--- src/rtl/adder_pkg.sv ---
// Shared constants and the golden arithmetic model for the registered ripple adder.
// ref_add works at the maximum legal width; callers slice the low WIDTH+1 bits.
package adder_pkg;

  localparam int DEFAULT_WIDTH = 4;
  localparam int MAX_WIDTH     = 64;

  function automatic logic [MAX_WIDTH:0] ref_add(
    input logic [MAX_WIDTH-1:0] a,
    input logic [MAX_WIDTH-1:0] b,
    input logic                 c_in
  );
    return {1'b0, a} + {1'b0, b} + {{MAX_WIDTH{1'b0}}, c_in};
  endfunction

endpackage

--- src/rtl/full_adder.sv ---
// One ripple-carry cell: sum and carry-out of a, b and the incoming carry.
module full_adder (
  input  logic a,
  input  logic b,
  input  logic ci,
  output logic s,
  output logic co
);

  logic w_prop;

  assign w_prop = a ^ b;
  assign s      = w_prop ^ ci;
  assign co     = (a & b) | (ci & w_prop);

endmodule

--- src/rtl/adder4.sv ---
// Registered WIDTH-bit ripple-carry adder: {c_out, sum} = a + b + c_in, one cycle latency.
// The reset clears the result register asynchronously; no internal pipelining.
module adder4
  import adder_pkg::*;
#(
  parameter int WIDTH = DEFAULT_WIDTH
) (
  input  logic             clk,
  input  logic             rst,
  input  logic [WIDTH-1:0] a,
  input  logic [WIDTH-1:0] b,
  input  logic             c_in,
  output logic             c_out,
  output logic [WIDTH-1:0] sum
);

  logic [WIDTH:0]   w_carry_p0;
  logic [WIDTH-1:0] w_sum_p0;
  logic [WIDTH-1:0] r_sum_p1;
  logic             r_c_out_p1;

  assign w_carry_p0[0] = c_in;

  for (genvar i = 0; i < WIDTH; i++) begin : g_cell
    full_adder u_fa (
      .a  (a[i]),
      .b  (b[i]),
      .ci (w_carry_p0[i]),
      .s  (w_sum_p0[i]),
      .co (w_carry_p0[i+1])
    );
  end

  // p0 -> p1: capture the settled carry chain
  always_ff @(posedge clk or posedge rst) begin
    if (rst) begin
      r_sum_p1   <= '0;
      r_c_out_p1 <= 1'b0;
    end else begin
      r_sum_p1   <= w_sum_p0;
      r_c_out_p1 <= w_carry_p0[WIDTH];
    end
  end

  assign sum   = r_sum_p1;
  assign c_out = r_c_out_p1;

endmodule

--- config.mk ---
export PLATFORM = sky130hd
export DESIGN_NAME = adder4
export DESIGN_NICKNAME = d
export VERILOG_FILES = /design/src/rtl/adder_pkg.sv /design/src/rtl/full_adder.sv /design/src/rtl/adder4.sv
export SDC_FILE = /design/constraint.sdc
export NUM_CORES = 1
export LEC_CHECK = 0
export ABC_AREA = 0
export CAP_MARGIN = 20
export CORE_AREA = 2 2 39 41
export DETAILED_ROUTE_END_ITERATION = 10
export DIE_AREA = 0 0 41 43
export PLACE_DENSITY = 0.53
export SYNTH_ARGS = -nofsm -noshare
export SYNTH_HDL_FRONTEND = slang
export SYNTH_SLANG_ARGS = --single-unit
--- constraint.sdc ---
create_clock -name clk -period 0.8 [get_ports clk]
set_input_delay 0.2 -clock clk [delete_from_list [all_inputs] [get_ports clk]]
set_output_delay 0.2 -clock clk [all_outputs]
set_load 0.01 [all_outputs]
==> impl_metrics.py, run 1 <==
metrics = {
    "status": {
        "outcome": "complete, but fails checks",
        "violations": "negative setup slack",
    },
    "floorplan": {
        "start_util_pct": 17.8,
        "fp.dieH_um": 43,
        "row_count": 14,
        "core_area_sq_mm": 0.00138,
        "fp.dieArea_sq_mm": 0.00176,
        "die_w_um": 41,
        "io_pins": 16,
    },
    "power_and_ir_drop": {
        "peakVddDrop_mv": 0.493,
        "p_total_uw": 803,
        "p_leak_nw": 0.228,
        "power_density_mw_per_mm2": 1740,
    },
    "routing": {
        "detail-route-antenna-nets": 0,
        "drc": 0,
        "wire_per_inst_um": 8.18,
        "wirelength_um": 450,
        "drt-initial-drc-count": 0,
        "drtPass1Iterations": 1,
        "vias": 192,
        "routed_via_density": 3.49,
    },
    "synth": {
        "synthCells": 20,
        "synth_area_leaders": "dfrtp_1 51%, fa_1 32%, inv_1 17%",
        "synth_area_per_cell_sq_um": 12.3,
        "ys_ff_latch": 5,
        "seq_area_frac_synth_pct": 50.8,
        "yosysTopAreaCell": "dfrtp_1",
        "synth_top_cell_area_share_pct": 50.8,
        "syn-cell-area_sq_um": 246,
        "syn_nets": 35,
        "synth_cell_types": 3,
        "ys_warn_count": 0,
    },
    "sta": {
        "whs_ns": 0.155,
        "layout_min_cycle_time_ns": 1.59,
        "setup_slack_ns": -0.785,
        "relSlewSlack_pct": 88.9,
        "setup-violations-final": 9,
        "rsz0062_at_grt": "true",
        "worstMarginPinSlew_ns": 0.167,
        "final_max_slew_viol_count": 0,
        "setup-tns-final_ns": -2.65,
        "period_share_pct": 198,
        "max_freq_mhz": 631,
        "finalHoldViolations": 0,
    },
    "place": {
        "place_hpwl_um": 370,
        "portBuffers": 15,
        "place_congestion": 0.532,
    },
    "grt": {
        "grt.total_usage_pct": 6.60,
        "grt_max_degree": 6,
        "grt_pass1_wl_um": 676,
        "gr-total-overflow": 0,
        "antenna_found_initial": 0,
        "grt_pass1_vias": 184,
    },
    "layout": {
        "syn_to_final_growth_pct": 87.3,
        "nFillCells": 149,
        "layout-drive-gt1-share_pct": 53.8,
        "layout_common_cells": "5 x inv_1, 5 x dfrtp_1, 5 x clkdlybuf4s50_1",
        "final_nets": 55,
        "n_antenna_cell": 0,
        "finish.utilization_pct": 33.4,
    },
    "critical_path": {
        "critPathBufInv": 5,
        "cp_slowest_cell": "fa_2",
        "path_delay_family": "adder cells",
        "crit_path_max_incr_delay_ns": 0.41,
        "cp_data_arrival_time_ns": 1.77,
        "timing_worst_setup_path_type": "input port to flip-flop",
        "start_kind": "input port",
        "required_ns": 0.98,
        "path_cells": "buf_6 -> inv_2 -> fa_2 -> inv_2 -> fa_2 -> fa_2 -> inv_2 -> fa_2 -> inv_1",
        "cp_common_cell": "fa_2",
        "endpoint_kind": "flip-flop",
        "worst-path-max-fanout": 1,
    },
    "clock_tree": {
        "path_clk_slew_ns": 0.04,
        "cts_sinks": 5,
        "cts-htree-levels": 1,
        "cts_made_buffers": 3,
        "cts_tree": "done",
        "clockRootBuffer": "clkbuf_4",
        "cts_hold_repair.buffers": 0,
        "cts_buffer_depth": 2,
    },
    "hold_path": {
        "holdCritPathClass": "input port to async pin",
    },
    "job": {
        "maxCapViolCount": 0,
    },
}
[through the flow]
| step | area, sq um | setup WS, ns | cells |
|---|---|---|---|
| 2_1_floorplan | 274 | -0.883 | 20 |
| 3_3_place_gp | 444 | -1.56 | 51 |
| 3_5_place_dp | 444 | -1.58 | 51 |
| 4_1_cts | 450 | -0.865 | 55 |
| 5_1_grt | 462 | -0.817 | 55 |
| 6_report | 462 | -0.785 | 55 |
[Yosys cell counts]
master	instances
dfrtp_1	5
fa_1	4
inv_1	11
[sequential cells by signal, indices dropped and copies added, names as in the netlist]
signal / count
sum: 4
c_out: 1
[repair_timing]
action,CTS,global route
setup endpoints to repair,10,9
setup buffers,0,0
gates cloned,0,0
pin swaps,4,4
resized for setup,40,4
[report_power, final]
part | total (mW) | switching (mW) | internal (mW)
Sequential | 0.304 | 0.00943 | 0.295
Clock | 0.287 | 0.0987 | 0.188
Combinational | 0.212 | 0.0934 | 0.119
[final cells by class]
type / count / area, sq um / area share (%)
flip-flops and latches: 5 / 125 / 27.1
inverters: 11 / 58.8 / 12.7
multi-input cells: 4 / 90.1 / 19.5
well taps: 16 / 20.0 / 4.34
clock buffers: 4 / 26.3 / 5.69
repair buffers: 15 / 141 / 30.6
[cells by family after synthesis]
group	after synthesis	synth area share [%]
DFF	5	50.8
adders and majority gates	4	32.5
buffers and inverters	11	16.8
[final timing paths]
kind / depth (start not counted) / from / endpoint
min in group clk: 4 / b[0] / sum[0]$_DFF_PP0_
setup / recovery: 9 / c_in / sum[3]$_DFF_PP0_
hold / removal: 2 / rst / sum[2]$_DFF_PP0_
max in group asynchronous: 2 / rst / sum[1]$_DFF_PP0_
[routing by layer]
layer  track usage, %  vias to the layer above  routed length [um]
met3             4.19                        4                  85
met2             9.06                       16                 221
met1             4.33                       86                 114
met4             10.0                        0                  29
li1                 -                       86                   -
met5                0                        -                   0
(Power assumes the default switching activity.)
==> run 2: changes to the inputs <==
--- a/config.mk
+++ b/config.mk
@@ -6,11 +6,12 @@
 export NUM_CORES = 1
 export LEC_CHECK = 0
 export ABC_AREA = 0
+export ABC_CLOCK_PERIOD_IN_PS = 1900
 export CAP_MARGIN = 20
 export CORE_AREA = 2 2 39 41
 export DETAILED_ROUTE_END_ITERATION = 10
 export DIE_AREA = 0 0 41 43
-export PLACE_DENSITY = 0.53
+export PLACE_DENSITY = 0.52
 export SYNTH_ARGS = -nofsm -noshare
 export SYNTH_HDL_FRONTEND = slang
 export SYNTH_SLANG_ARGS = --single-unit
==> constraint.sdc (replaced) <==
create_clock -name clk -period 1.9 [get_ports clk]
set_input_delay 0.475 -clock clk [delete_from_list [all_inputs] [get_ports clk]]
set_output_delay 0.475 -clock clk [all_outputs]
set_load 0.01 [all_outputs]
==> run 2 against run 1 <==
  * The flow now finishes without violations
  * First-iteration DRC count is the same
  * Sequential share of layout area grew 0.83 points
  * Utilization shrank 0.99 points
  * Die area is the same
  * Via count shrank 7.3%
  * Combinational power shrank 57%
  * Final area shrank 3.0%
  * Sequential power shrank 58%
  * Routed wire length shrank 19%
  * Clock power shrank 58%
  * Critical path depth is the same
  * Largest cell class unchanged
  * Largest power group unchanged
==> impl_metrics.py, run 2 (synthesis results as in run 1) <==
metrics = {
    "critical_path": {
        "path_delay_family": "adder cells",
        "cp_data_arrival_time_ns": 2.03,
        "path_depth": 9,
        "start_kind": "input port",
        "worst-path-max-fanout": 1,
        "required_ns": 2.08,
        "critPathBufInv": 5,
        "endpoint_kind": "flip-flop",
        "path_cells": "buf_2 -> inv_2 -> fa_2 -> inv_2 -> fa_2 -> fa_2 -> inv_2 -> fa_1 -> inv_1",
        "timing_worst_setup_path_type": "input port to flip-flop",
        "cp_slowest_cell": "fa_1",
        "crit_path_max_incr_delay_ns": 0.40,
    },
    "grt": {
        "grt_max_degree": 6,
        "antenna_found_initial": 0,
        "grt_pass1_vias": 156,
        "gr-total-overflow": 0,
        "grt_pass1_wl_um": 586,
        "grt.total_usage_pct": 5.39,
    },
    "layout": {
        "final_common_cell": "clkdlybuf4s50_1",
        "seqCellArea_sq_um": 125,
        "layout_common_cells": "10 x clkdlybuf4s50_1, 6 x inv_1, 5 x dfrtp_1",
        "largest_register_ffs": 4,
        "final_nets": 55,
        "layout-drive-gt1-share_pct": 35.9,
        "finish.utilization_pct": 32.4,
        "n_antenna_cell": 0,
        "multi_input_comb_area_sq_um": 87.6,
        "nFillCells": 147,
        "syn_to_final_growth_pct": 81.7,
    },
    "power_and_ir_drop": {
        "p_leak_nw": 0.219,
        "power_density_mw_per_mm2": 760,
        "peakVddDrop_mv": 0.208,
    },
    "sta": {
        "worstMarginPinSlew_ns": 0.182,
        "whs_ns": 0.431,
        "finalHoldViolations": 0,
        "rsz0062_at_grt": "false",
        "max_freq_mhz": 541,
        "final_max_slew_viol_count": 0,
        "period_share_pct": 97.3,
        "setup-violations-final": 0,
        "layout_min_cycle_time_ns": 1.85,
        "relSlewSlack_pct": 87.8,
    },
    "status": {
        "outcome": "complete, no violations",
    },
    "floorplan": {
        "fp.dieH_um": 43,
        "core_area_sq_mm": 0.00138,
        "io_pins": 16,
        "start_util_pct": 17.8,
        "fp.dieArea_sq_mm": 0.00176,
        "die_w_um": 41,
        "row_count": 14,
    },
    "clock_tree": {
        "cts_hold_repair.buffers": 0,
        "cts_made_buffers": 3,
        "cts-htree-levels": 1,
        "path_clk_slew_ns": 0.04,
        "clockRootBuffer": "clkbuf_4",
        "cts_buffer_depth": 2,
        "cts_sinks": 5,
        "cts_tree": "done",
    },
    "place": {
        "place_hpwl_um": 309,
        "portBuffers": 15,
        "place_congestion": 0.561,
    },
    "routing": {
        "routed_via_density": 3.24,
        "drtPass1Iterations": 1,
        "wirelength_um": 365,
        "detail-route-antenna-nets": 0,
        "wire_per_inst_um": 6.64,
        "drt-initial-drc-count": 0,
        "vias": 178,
        "drc": 0,
    },
    "job": {
        "maxCapViolCount": 0,
    },
    "hold_path": {
        "holdCritPathClass": "input port to async pin",
    },
}
[run 2: repair_timing]
action | in CTS | in global routing
resized for setup | 21 | 0
pin swaps | 4 | 2
setup endpoints to repair | 3 | 1
hold endpoints to repair | 0 | 0
buffers inserted | 0 | 0
[run 2: area by class of cell]
class                   instances  share of cell area (%)
clock buffers                   4                    5.87
inverters                      11                    9.78
multi-input cells               4                    19.6
flip-flops and latches          5                    27.9
well taps                      16                    4.47
repair buffers                 15                    32.4
[run 2: worst max-delay path by stage]
stage	start	end	slack, ns
global route	c_in	sum[3]$_DFF_PP0_	0.01
finish	b[0]	sum[3]$_DFF_PP0_	0.05
detailed placement	a[0]	sum[3]$_DFF_PP0_	-0.60
CTS	b[0]	sum[3]$_DFF_PP0_	0.001
global placement	a[0]	sum[3]$_DFF_PP0_	-0.60
floorplan	a[0]	sum[3]$_DFF_PP0_	-0.08
[run 2: stage by stage]
step / cells / area (sq um) / power (mW) / setup slack [ns] / setup TNS [ns]
floorplan: 20 / 251 / 0.160 / -0.0831 / -0.0831
global placement: 51 / 422 / 0.221 / -0.595 / -1.48
detailed placement: 51 / 422 / 0.222 / -0.603 / -1.50
CTS: 55 / 448 / 0.351 / 0.00135 / 0
global route: 55 / 448 / 0.362 / 0.0117 / 0
finish: 55 / 448 / 0.341 / 0.0514 / 0
[run 2: metal layers]
layer  up-vias  GRT usage [%]  part of all wire, %
li1         87              -                    -
met1        78           5.70                   40
met2        13           6.56                   45
met3         0           3.14                   16
met4         0           6.00                    0
met5         -              0                    0
[run 2: power by group]
group	internal, mW	switching (mW)
logic	0.0564	0.0353
clock network	0.0792	0.0414
registers	0.124	0.00401
total	0.260	0.0807
